### src/rtl/irq_gateway_arb_pkg.sv
// irq_gw_pkg: shared types and sizing helpers for the interrupt gateway/arbiter.
package irq_gw_pkg;

    typedef enum logic [1:0] {
        GW_IDLE    = 2'd0,
        GW_PENDING = 2'd1,
        GW_CLAIMED = 2'd2
    } gw_state_e;

    localparam int NSRC_DEF = 8;

    function automatic int id_width(input int n);
        return $clog2(n + 1);
    endfunction

endpackage

### src/rtl/irq_gateway_arb_if.sv
// irq_gateway_arb_if: source, claim/complete and irq signals between hart side and gateway.
interface irq_gateway_arb_if
    import irq_gw_pkg::*;
#(
    parameter int NSrc = NSRC_DEF,
    parameter int IdW  = id_width(NSrc)
);
    logic [NSrc-1:0] intr_src_i;
    logic [NSrc-1:0] src_en_i;
    logic            irq_o;
    logic [IdW-1:0]  irq_id_o;
    logic            claim_i;
    logic [IdW-1:0]  claim_id_o;
    logic            complete_i;
    logic [IdW-1:0]  complete_id_i;

    modport master (
        output intr_src_i, src_en_i, claim_i, complete_i, complete_id_i,
        input  irq_o, irq_id_o, claim_id_o
    );

    modport slave (
        input  intr_src_i, src_en_i, claim_i, complete_i, complete_id_i,
        output irq_o, irq_id_o, claim_id_o
    );
endinterface

### src/rtl/irq_gateway_arb_src.sv
// irq_gw_src: per-source IDLE/PENDING/CLAIMED gateway FSM.
// IRQ_GW_SYNC_EN adds a 2-flop input synchronizer ahead of the FSM.
module irq_gw_src
    import irq_gw_pkg::*;
(
    input  logic clk_i,
    input  logic rst_i,
    input  logic level_i,
    input  logic claim_hit_i,
    input  logic complete_hit_i,
    output logic pending_o
);
    logic      level;
    gw_state_e state_q, state_d;

`ifdef IRQ_GW_SYNC_EN
    logic [1:0] sync_q;
    always_ff @(posedge clk_i) begin
        if (rst_i) sync_q <= '0;
        else       sync_q <= {sync_q[0], level_i};
    end
    assign level = sync_q[1];
`else
    assign level = level_i;
`endif

    always_ff @(posedge clk_i) begin
        if (rst_i) state_q <= GW_IDLE;
        else       state_q <= state_d;
    end

    always_comb begin
        state_d = (state_q == GW_IDLE    && level)          ? GW_PENDING :
                  (state_q == GW_PENDING && claim_hit_i)    ? GW_CLAIMED :
                  (state_q == GW_CLAIMED && complete_hit_i) ? GW_IDLE    : state_q;
    end

    always_comb begin
        pending_o = (state_q == GW_PENDING);
    end
endmodule

### src/rtl/irq_gateway_arb.sv
// irq_gateway_arb: latches level interrupts, arbitrates lowest-index enabled pending source.
// Define IRQ_GW_SYNC_EN to synchronize intr_src_i (source-to-irq latency 4 instead of 2).
module irq_gateway_arb
    import irq_gw_pkg::*;
#(
    parameter int NSrc = NSRC_DEF,
    parameter int IdW  = id_width(NSrc)
) (
    input logic              clk_i,
    input logic              rst_i,
    irq_gateway_arb_if.slave bus
);
    logic [NSrc-1:0] pend, claim_hit, complete_hit, req;
    logic            irq_q, irq_d;
    logic [IdW-1:0]  irq_id_q, irq_id_d, claim_id_q, claim_id_d;

    for (genvar i = 0; i < NSrc; i++) begin : g_src
        assign claim_hit[i]    = bus.claim_i && irq_q && (irq_id_q == IdW'(i + 1));
        assign complete_hit[i] = bus.complete_i && (bus.complete_id_i == IdW'(i + 1));
        irq_gw_src u_src (
            .clk_i          (clk_i),
            .rst_i          (rst_i),
            .level_i        (bus.intr_src_i[i]),
            .claim_hit_i    (claim_hit[i]),
            .complete_hit_i (complete_hit[i]),
            .pending_o      (pend[i])
        );
    end

    // Drop the source being claimed now so back-to-back claims see the next winner.
    assign req = pend & bus.src_en_i & ~claim_hit;

    always_comb begin
        irq_id_d = '0;
        for (int k = NSrc - 1; k >= 0; k--)
            if (req[k]) irq_id_d = IdW'(k + 1);
        irq_d      = |req;
        claim_id_d = bus.claim_i ? irq_id_q : claim_id_q;
    end

    always_ff @(posedge clk_i) begin
        if (rst_i) begin
            irq_q      <= 1'b0;
            irq_id_q   <= '0;
            claim_id_q <= '0;
        end else begin
            irq_q      <= irq_d;
            irq_id_q   <= irq_id_d;
            claim_id_q <= claim_id_d;
        end
    end

    assign bus.irq_o      = irq_q;
    assign bus.irq_id_o   = irq_id_q;
    assign bus.claim_id_o = claim_id_q;
endmodule

### src/flat_wrapper.sv
// flat-port wrapper written by rule: the top's interface ports become plain ports
module irq_gateway_arb_flat import irq_gw_pkg::*;
#(
    parameter int NSrc = NSRC_DEF,
    parameter int IdW  = id_width(NSrc)
)
  (clk_i, rst_i, bus_intr_src_i, bus_src_en_i, bus_claim_i, bus_complete_i, bus_complete_id_i, bus_irq_o, bus_irq_id_o, bus_claim_id_o);
  irq_gateway_arb_if #(.NSrc(NSrc), .IdW(IdW)) bus_i ();
  input logic clk_i;
  input logic rst_i;
  input wire logic [$bits(bus_i.intr_src_i)-1:0] bus_intr_src_i;
  input wire logic [$bits(bus_i.src_en_i)-1:0] bus_src_en_i;
  input wire logic [$bits(bus_i.claim_i)-1:0] bus_claim_i;
  input wire logic [$bits(bus_i.complete_i)-1:0] bus_complete_i;
  input wire logic [$bits(bus_i.complete_id_i)-1:0] bus_complete_id_i;
  output wire logic [$bits(bus_i.irq_o)-1:0] bus_irq_o;
  output wire logic [$bits(bus_i.irq_id_o)-1:0] bus_irq_id_o;
  output wire logic [$bits(bus_i.claim_id_o)-1:0] bus_claim_id_o;
  assign bus_i.intr_src_i = bus_intr_src_i;
  assign bus_i.src_en_i = bus_src_en_i;
  assign bus_i.claim_i = bus_claim_i;
  assign bus_i.complete_i = bus_complete_i;
  assign bus_i.complete_id_i = bus_complete_id_i;
  assign bus_irq_o = bus_i.irq_o;
  assign bus_irq_id_o = bus_i.irq_id_o;
  assign bus_claim_id_o = bus_i.claim_id_o;
  irq_gateway_arb #(.NSrc(NSrc), .IdW(IdW)) u_core (.clk_i(clk_i), .rst_i(rst_i), .bus(bus_i));
endmodule
### config.mk
export PLATFORM = sky130hd
export DESIGN_NAME = irq_gateway_arb_flat
export DESIGN_NICKNAME = d
export VERILOG_FILES = /design/src/rtl/irq_gateway_arb_pkg.sv /design/src/rtl/irq_gateway_arb_if.sv /design/src/rtl/irq_gateway_arb_src.sv /design/src/rtl/irq_gateway_arb.sv /design/src/flat_wrapper.sv
export SDC_FILE = /design/constraint.sdc
export NUM_CORES = 1
export LEC_CHECK = 0
export ABC_AREA = 0
export BUFFER_PORTS_ARGS = -buffer_cell sky130_fd_sc_hd__clkbuf_2
export CORE_MARGIN = 1
export CORE_UTILIZATION = 55
export DETAILED_ROUTE_END_ITERATION = 8
export HOLD_SLACK_MARGIN = 0.06
export PLACE_DENSITY = 0.83
export SLEW_MARGIN = 30
export SYNTH_ARGS = -nofsm -noshare
export SYNTH_HDL_FRONTEND = slang
export SYNTH_SLANG_ARGS = --single-unit
### constraint.sdc
create_clock -name clk_i -period 2.5 [get_ports clk_i]
set_input_delay 0.5 -clock clk_i [delete_from_list [all_inputs] [get_ports clk_i]]
set_output_delay 0.5 -clock clk_i [all_outputs]
set_load 0.02 [all_outputs]
==> results.toml, run 1 <==
[run_status]
outcome = "finished, final reports clean"

[global_routing]
grt_overflow = 0
grt_max_degree = 24
grt_pass1_vias = 1128
antenna_found_initial = 0
grt_pass1_wl_um = 4800
grtUsageTotal_pct = 25.4

[cells_and_area]
drive_above_1_share_pct = 24.3
instances_no_fill = 204
syn_to_final_growth_pct = 15.1
nNetsFinal = 202
n_antenna_cell = 0
finalInstanceArea_um2 = 1450

[clock_network]
cts_root_buffer = "clkbuf_4"
ctsLongestPathBuffers = 2
clk_pin_slew_ns = 0.14
cts_hold_buf = 0
ctsResizeCount = 0
clkLatencyLatePin_ns = 0.33
cts_sinks = 25
cts_tree = "done"
numCtsBuffers = 3
post_cts_buffers = 0
htreeDepth = 1

[synthesis]
async_flop_share_pct = 0
yosys-top-cells-area = "dfxtp_1 (40%), a21oi_1 (7.1%), o21ai_0 (5.9%)"
synth_fa_ha_area_share_pct = 0
synth_xor_area_share_pct = 0
yosys_warnings = 0
synth_area_leader_cell = "dfxtp_1"
synth_area_per_cell_um2 = 8.65
syn_nets = 170
synth.distinct_cells = 41
syn_area_um2 = 1260
synth-seq-cells = 25
ys_seq_area_share_pct = 39.6
synth_common_cells = "dfxtp_1 (25), a21oi_1 (18), o21ai_0 (15), nand2_1 (10), nor2_1 (8)"
synth_top_area_share_pct = 39.6
synthCells = 146
synth_compound_area_share_pct = 26.6
yosysMostFrequentCell = "dfxtp_1"
yosys.area_share.simple_pct = 27.5
synth_edf_count = 0
ys.flop_type = "dfxtp_1"
synth_top_family_by_area = "simple AND/OR/NAND/NOR gates"
muxShareOfSynthArea_pct = 2.38

[die]
ios = 33
dieHeight_um = 49.9
die_w_um = 49.9
die-area_um2 = 2490
start_util_pct = 61.2
rows = 16
core_area_um2 = 2060

[power_and_ir_drop]
cellPowerDensity_nw_per_um2 = 526
ir_drop_mv = 0.443
power_mw = 0.764
p_leak_nw = 0.583

[timing]
rsz0062_at_grt = "no"
tightest_slew_ns = 0.464
setup_viol = 0
relSlewSlack_pct = 69.0
max_freq_mhz = 557
drv_slew = 0
layout_setup_ws_ns = 0.706
fin_crit_sh_pct = 71.8
finalHoldViolCount = 0
finClkSkew_ns = 0.00623
period_minus_slack_ns = 1.79
tns_ns = 0

[critical_path]
rr_startpoint = "u_core.bus.irq_id_o[0]"
worst-path-buf-inv = 0
slowest_stage = "dfxtp_1"
worstSetupPathType = "register to register"
crit_arrival_ns = 2.08
startpoint = "u_core.bus.irq_id_o[0]"
cp-endpoint = "u_core.bus.irq_id_o[3]"
crit_cells = 4
worstPathCellList = "nand4b_1, o2111a_1, nor4_4, and3_1"
cp_top_family = "simple AND/OR/NAND/NOR gates"
cpPeakStageDelay_ns = 0.62
r2r_slack_ns = 0.71
rr_endpoint = "u_core.bus.irq_id_o[3]"
end_kind = "register"
critPathRequiredTime_ns = 2.78
worstRegToRegCells = 4
start_kind = "register"
crit_fanout = 13

[detailed_routing]
routed_via_density = 5.94
drc_errors = 0
drt_iter0_drc = 21
final_antenna_net_count = 0
drt-total-wl_um = 2910
via_count = 1211
drt-pass1-iter-count = 4
avgRoutedWirePerCell_um = 14.3

[placed_design]
hpwl_um = 2240
dp_cells = 200
placed_area_um2 = 1430
preCtsSetupSlack_ns = 0.620
io_buffer_count = 32
gp_congestion = 0.802

[min_path]
hold_path_class = "input pin to register"

[run]
max-cap-violations = 0
## cells by family after synthesis
family                 count (synthesis)
and+or+nand+nor                       56
muxes                                  3
buffers and inverters                 10
DFF                                   25
AOI/OAI and AO/OA                     52
## final cells by class
class / instances / area [um^2]
inverters: 5 / 18.8
fillers: 165 / 609
well taps: 27 / 33.8
flip-flops and latches: 25 / 500
repair buffers: 32 / 160
multi-input cells: 111 / 712
clock inverters: 1 / 5.00
clock buffers: 3 / 22.5
## routing by layer
layer / up-vias / wire (um) / track usage, %
met4: 0 / 32 / 8.10
li1: 608 / - / -
met5: - / 0 / 0
met1: 560 / 1320 / 31.6
met2: 40 / 1430 / 44.1
met3: 3 / 133 / 4.01
## per-stage QoR
| step | utilization [%] | hold WS, ns |
|---|---|---|
| after floorplan | - | 0.456 |
| after global placement | 69.1 | 0.463 |
| final | 70.4 | 0.388 |
| after CTS | 70.4 | 0.387 |
| after detailed placement | 69.1 | 0.465 |
| after global routing | 70.4 | 0.401 |
## flip-flops by register name, summed over array words and instances (netlist names)
register and flops:
u_core.bus.claim_id_o 4, u_core.bus.irq_id_o 4, u_core.bus.irq_o 1, u_core.g_src.u_src.state_q 16
## cell usage in the layout (no fill, tap or decap), types with 3 or more instances in the layout
cell type   n
and3_1      3
inv_1       5
nor2b_1     4
clkbuf_2   32
nand3b_1    4
o21ai_0    15
and2b_1     3
nor3_1      4
a21oi_1    18
mux2i_1     3
nand2_1    10
a31oi_1     3
a211oi_1    3
a311oi_1    3
dfxtp_1    25
nor2_1      8
clkbuf_4    3
nand2b_1    4
## report_power, final
group / internal [mW] / leakage, nW / switching, mW
registers: 0.419 / 0.205 / 0.0273
logic: 0.0579 / 0.360 / 0.0744
clock network: 0.0601 / 0.0177 / 0.126
## worst reg2reg max path, cell delays in order, from the launching register on
cell and delay, ns:
dfxtp_1 0.62, nand4b_1 0.28, o2111a_1 0.36, nor4_4 0.30, and3_1 0.19
## worst min path at each step
stage | depth (start not counted) | end | slack (ns) | from
finish | 3 | u_core.g_src[1].u_src.state_q[0] | 0.39 | bus_intr_src_i[1]
global route | 3 | u_core.g_src[1].u_src.state_q[0] | 0.40 | bus_intr_src_i[1]
detailed placement | 2 | u_core.bus.claim_id_o[3] | 0.46 | u_core.bus.claim_id_o[3]
global placement | 2 | u_core.bus.claim_id_o[3] | 0.46 | u_core.bus.claim_id_o[3]
floorplan | 2 | u_core.g_src[3].u_src.state_q[1] | 0.46 | u_core.g_src[3].u_src.state_q[0]
CTS | 3 | u_core.g_src[1].u_src.state_q[0] | 0.39 | bus_intr_src_i[1]
Power figures use the tool's default switching activity.
==> run 2: changes to the inputs <==
--- a/config.mk
+++ b/config.mk
@@ -5,13 +5,13 @@
 export SDC_FILE = /design/constraint.sdc
 export NUM_CORES = 1
 export LEC_CHECK = 0
-export ABC_AREA = 0
+export ABC_AREA = 1
 export BUFFER_PORTS_ARGS = -buffer_cell sky130_fd_sc_hd__clkbuf_2
 export CORE_MARGIN = 1
-export CORE_UTILIZATION = 55
+export CORE_UTILIZATION = 51
 export DETAILED_ROUTE_END_ITERATION = 8
 export HOLD_SLACK_MARGIN = 0.06
-export PLACE_DENSITY = 0.83
+export PLACE_DENSITY = 0.78
 export SLEW_MARGIN = 30
 export SYNTH_ARGS = -nofsm -noshare
 export SYNTH_HDL_FRONTEND = slang
==> constraint.sdc (replaced) <==
create_clock -name clk_i -period 1.8 [get_ports clk_i]
set_input_delay 0.36 -clock clk_i [delete_from_list [all_inputs] [get_ports clk_i]]
set_output_delay 0.36 -clock clk_i [all_outputs]
set_load 0.02 [all_outputs]
==> run 2 against run 1 <==
Effect of this change: core utilization is 6.0 points lower; combinational power is 44% higher; design area is 0.95% lower; flip-flop and latch count stayed put; sequential power is 37% higher; sequential share of layout area is 0.33 points higher; largest cell class unchanged.
==> results.toml, run 2 <==
[clock_network]
post_cts_buffers = 0
numCtsBuffers = 3
ctsLongestPathBuffers = 2
cts_root_buffer = "clkbuf_4"
htreeDepth = 1
clk_pin_slew_ns = 0.15
cts_tree = "done"
clkLatencyLatePin_ns = 0.34
cts_hold_buf = 0
cts_sinks = 25
ctsResizeCount = 0

[global_routing]
busiest_layer = "met2"
grt_overflow = 0
met1_usage_pct = 28.7
grt_pass1_wl_um = 4710
grtUsageTotal_pct = 24.7
antenna_found_initial = 0
grt_max_degree = 16
grt_pass1_vias = 1141
grtUsageMet2_pct = 42.4
grt_util_met3_pct = 3.64

[detailed_routing]
drt-total-wl_um = 2780
routed_via_density = 5.35
drc_errors = 0
drt-pass1-iter-count = 4
drt_iter0_drc = 35
final_antenna_net_count = 0
via_count = 1258
avgRoutedWirePerCell_um = 11.8

[placed_design]
preCtsSetupSlack_ns = 0.390
io_buffer_count = 32
placed_area_um2 = 1410
gp_congestion = 0.811
hpwl_um = 2160
dp_cells = 231

[min_path]
hold_path_class = "input pin to register"

[synthesis]
muxShareOfSynthArea_pct = 0
synth_edf_count = 0
synth_top_family_by_area = "simple AND/OR/NAND/NOR gates"
ys.flop_type = "dfxtp_1"
synth_area_per_cell_um2 = 7.06
ys_seq_area_share_pct = 41.2
synth_top_area_share_pct = 41.2
synth_xor_area_share_pct = 0
syn_area_um2 = 1210
synth_fa_ha_area_share_pct = 0
synth_common_cells = "inv_1 (29), dfxtp_1 (25), a21oi_1 (20), nand2_1 (20), nor2_1 (20)"
synth_compound_area_share_pct = 11.9
synthCells = 172
yosys-top-cells-area = "dfxtp_1 (41%), inv_1 (9.0%), a21oi_1 (8.2%)"
yosysMostFrequentCell = "inv_1"
synth_area_leader_cell = "dfxtp_1"
yosys_warnings = 0
async_flop_share_pct = 0
yosys.area_share.simple_pct = 36.9
syn_nets = 196
synth.distinct_cells = 23
synth-seq-cells = 25

[critical_path]
end_kind = "register"
worstPathCellList = "inv_1, nor2_4, nand4_1, nand2_1, nand2_1, nor3_1, a21oi_1"
start_kind = "register"
slowest_stage = "dfxtp_1"
cpPeakStageDelay_ns = 0.39
crit_top_cell = "nand2_1"
crit_arrival_ns = 1.72
critPathRequiredTime_ns = 2.04
worst-path-buf-inv = 1
crit_fanout = 5
worstSetupPathType = "register to register"
cp_top_family = "simple AND/OR/NAND/NOR gates"

[die]
die_w_um = 50.8
ios = 33
start_util_pct = 54.3
dieHeight_um = 50.8
rows = 17
core_area_um2 = 2230
die-area_um2 = 2580

[timing]
rsz0062_at_grt = "no"
finalHoldViolCount = 0
finClkSkew_ns = 0.00547
drv_slew = 0
period_minus_slack_ns = 1.48
layout_setup_ws_ns = 0.315
relSlewSlack_pct = 72.4
max_freq_mhz = 674
fin_crit_sh_pct = 82.5
fin_hold_ws_ns = 0.233
tightest_slew_ns = 0.411
setup_viol = 0
tns_ns = 0

[cells_and_area]
post-route-util_pct = 64.4
instances_no_fill = 235
regMostFlops = "u_core.g_src.u_src.state_q"
mostFrequentLayoutCells = "clkbuf_2 (32), inv_1 (29), dfxtp_1 (25)"
fillers = 211
finalInstanceArea_um2 = 1440
final_common_cell = "clkbuf_2"
nNetsFinal = 232
n_antenna_cell = 0
drive_above_1_share_pct = 23.7
syn_to_final_growth_pct = 18.6
largest_reg_flops = 16

[run_status]
outcome = "finished, final reports clean"

[run]
max-cap-violations = 0

[power_and_ir_drop]
ir_drop_mv = 0.522
cellPowerDensity_nw_per_um2 = 746
p_leak_nw = 0.680
power_mw = 1.07
-- run 2: cell count changes after synthesis, sizes merged, moves of 11 or more --
cell	delta
nand2	+13
inv	+24
nand4	+12
nor2	+16
nor3	+11
o21ai	-11
-- run 2: metal layers --
layer | up-vias | part of all wire [%]
li1 | 639 | -
met1 | 573 | 43
met2 | 37 | 49
met3 | 9 | 4.5
met4 | 0 | 2.8
met5 | - | 0
-- run 2: area by class of cell --
| cell class | instances | area (um^2) | area share, % |
|---|---|---|---|
| inverters | 30 | 114 | 7.91 |
| clock buffers | 3 | 22.5 | 1.57 |
| well taps | 28 | 35.0 | 2.43 |
| flip-flops and latches | 25 | 500 | 34.8 |
| repair buffers | 33 | 168 | 11.7 |
| multi-input cells | 115 | 592 | 41.1 |
| clock inverters | 1 | 7.51 | 0.522 |
-- run 2: worst min-delay path, stage by stage --
cell,delay (ns)
clkbuf_2,0.08
nand2_1,0.05
a21oi_1,0.05
-- run 2: kinds of logic (layout without fill, tap and decap cells) --
logic type	count (synthesis)	after routing
AOI/OAI and AO/OA	27	27
buffers and inverters	32	67
DFF	25	25
and+or+nand+nor	88	88
-- run 2: final timing paths --
path / start / end / slack (ns) / cells after the start
max: u_core.bus.irq_id_o[2] / u_core.bus.irq_o / 0.32 / 7
min: bus_intr_src_i[1] / u_core.g_src[1].u_src.state_q[0] / 0.23 / 3
max reg2reg: u_core.bus.irq_id_o[2] / u_core.bus.irq_o / 0.32 / 7
min reg2reg: u_core.bus.claim_id_o[0] / u_core.bus.claim_id_o[0] / 0.50 / 2
-- run 2: power breakdown --
part	switching, mW	leakage [nW]	internal [mW]
sequential	0.0263	0.206	0.583
combinational	0.118	0.460	0.0716
clock	0.190	0.0139	0.0853
==> run 3: changes to the inputs <==
--- a/config.mk
+++ b/config.mk
@@ -8,10 +8,10 @@
 export ABC_AREA = 1
 export BUFFER_PORTS_ARGS = -buffer_cell sky130_fd_sc_hd__clkbuf_2
 export CORE_MARGIN = 1
-export CORE_UTILIZATION = 51
+export CORE_UTILIZATION = 46
 export DETAILED_ROUTE_END_ITERATION = 8
 export HOLD_SLACK_MARGIN = 0.06
-export PLACE_DENSITY = 0.78
+export PLACE_DENSITY = 0.74
 export SLEW_MARGIN = 30
 export SYNTH_ARGS = -nofsm -noshare
 export SYNTH_HDL_FRONTEND = slang
==> constraint.sdc (replaced) <==
create_clock -name clk_i -period 1.28 [get_ports clk_i]
set_input_delay 0.256 -clock clk_i [delete_from_list [all_inputs] [get_ports clk_i]]
set_output_delay 0.256 -clock clk_i [all_outputs]
set_load 0.02 [all_outputs]
==> run 3 against run 2 <==
Effect of this change: the run now ends with setup timing left; clock power up 32%; worst setup slack worse by 0.33 ns; first-iteration DRC count down 40%; clock-buffer cell count unchanged; combinational power up 78%; total power up 45%; fmax up 15%; design area up 12%; die area up 10%; sequential share of layout area down 2.7 points; register-to-register slack worse by 0.33 ns; flip-flop and latch count unchanged.
==> results.toml, run 3 (synthesis gave the netlist of run 2 again) <==
[timing]
finClkSkew_ns = 0.00577
tightest_slew_ns = 0.290
tns_ns = -0.0124
rsz0062_at_grt = "yes"
drv_slew = 0
finalHoldViolCount = 0
relSlewSlack_pct = 80.5
period_minus_slack_ns = 1.29
fin_crit_sh_pct = 101
setup_viol = 2
max_freq_mhz = 775
layout_setup_ws_ns = -0.0109

[global_routing]
grt_pass1_wl_um = 4580
grt_util_met3_pct = 5.46
busiest_layer = "met2"
met1_usage_pct = 24.3
grt_max_degree = 15
grtUsageMet2_pct = 40.0
grt_overflow = 0
grtUsageTotal_pct = 22.3
grt_pass1_vias = 1182
antenna_found_initial = 0

[power_and_ir_drop]
cellPowerDensity_nw_per_um2 = 971
ir_drop_mv = 0.713
p_leak_nw = 0.755

[cells_and_area]
regMostFlops = "u_core.g_src.u_src.state_q"
drive_above_1_share_pct = 36.2
largest_reg_flops = 16
fillers = 226
n_antenna_cell = 0
mostFrequentLayoutCells = "clkbuf_2 (31), inv_1 (26), a21oi_1 (20), dfxtp_1 (20), nor2_1 (17)"
regArea_um2 = 517
final_common_cell = "clkbuf_2"
multi_input_area_um2 = 647
syn_to_final_growth_pct = 32.6
nNetsFinal = 243

[critical_path]
slowest_stage = "dfxtp_4"
start_kind = "register"
worstPathCellList = "inv_4, nor2_4, buf_4, a21oi_4, nand2b_1, nand3_1, a21oi_1"
end_kind = "register"
crit_fanout = 4
r2r_slack_ns = -0.01
worstSetupPathType = "register to register"
crit_arrival_ns = 1.56
critPathRequiredTime_ns = 1.55
cpPeakStageDelay_ns = 0.39

[die]
start_util_pct = 49.0
rows = 18
core_area_um2 = 2480
dieHeight_um = 53.4
ios = 33
die-area_um2 = 2850
die_w_um = 53.4

[placed_design]
hpwl_um = 2250
io_buffer_count = 32
gp_congestion = 0.860
preCtsSetupSlack_ns = -0.0364

[detailed_routing]
drc_errors = 0
drt-pass1-iter-count = 4
avgRoutedWirePerCell_um = 12.1
final_antenna_net_count = 0
drt-total-wl_um = 3010
routed_via_density = 5.19
drt_iter0_drc = 21
via_count = 1288

[run_status]
violations = "setup timing"
outcome = "finished, violations left"

[clock_network]
ctsLongestPathBuffers = 2
cts_tree = "done"
htreeDepth = 1
cts_root_buffer = "clkbuf_4"
clkLatencyLatePin_ns = 0.33
clk_pin_slew_ns = 0.14
cts_hold_buf = 0
numCtsBuffers = 3
cts_sinks = 25

[run]
max-cap-violations = 0

[min_path]
hold_path_class = "input pin to register"
==> run 3: layout make-up <==
class                   count  share of cell area, %
clock buffers               3                   1.40
clock inverters             1                  0.311
inverters                  30                   7.47
multi-input cells         115                   40.2
flip-flops and latches     25                   32.1
well taps                  30                   2.33
repair buffers             44                   16.2
==> run 3: path summary, 6_finish.rpt <==
check                                 from                               end  depth (start not counted)
setup / recovery    u_core.bus.irq_id_o[2]            u_core.bus.irq_id_o[1]                          7
hold / removal           bus_intr_src_i[1]  u_core.g_src[1].u_src.state_q[0]                          3
setup reg to reg    u_core.bus.irq_id_o[2]            u_core.bus.irq_id_o[1]                          7
hold reg to reg   u_core.bus.claim_id_o[0]          u_core.bus.claim_id_o[0]                          2
==> run 3: timing repair <==
action                     CTS  global route
buffers inserted             1             5
cloned                       0             0
setup endpoints to repair    3             8
gates resized for setup      6            25
pin swaps                    3            17
==> run 3: power breakdown <==
part / switching [mW] / leakage, nW / total (mW) / internal, mW
Sequential: 0.0405 / 0.209 / 0.859 / 0.819
Combinational: 0.192 / 0.528 / 0.339 / 0.147
Clock: 0.247 / 0.0177 / 0.364 / 0.118
==> run 3: routing by layer <==
metal | vias up | part of all wire (%)
met5 | - | 0
met4 | 0 | 1.3
met3 | 5 | 4.6
met2 | 30 | 50
met1 | 586 | 44
li1 | 667 | -
==> run 3: critical path: cells and delay by family, from the launching register on <==
kind | cells | cell delay [ns]
buffers and inverters | 2 | 0.21
and+or+nand+nor | 3 | 0.34
DFF | 1 | 0.39
AOI/OAI and AO/OA | 2 | 0.30
==> run 3: per-stage QoR <==
step	util, %	power (mW)	cell area (um^2)	cells	hold slack, ns
global route	64.9	1.65	1610	248	0.152
detailed placement	58.6	1.15	1450	238	0.459
floorplan	-	1.04	1220	172	0.346
global placement	58.6	1.14	1450	238	0.462
CTS	60.7	1.51	1500	243	0.150
finish	64.9	1.56	1610	248	0.156
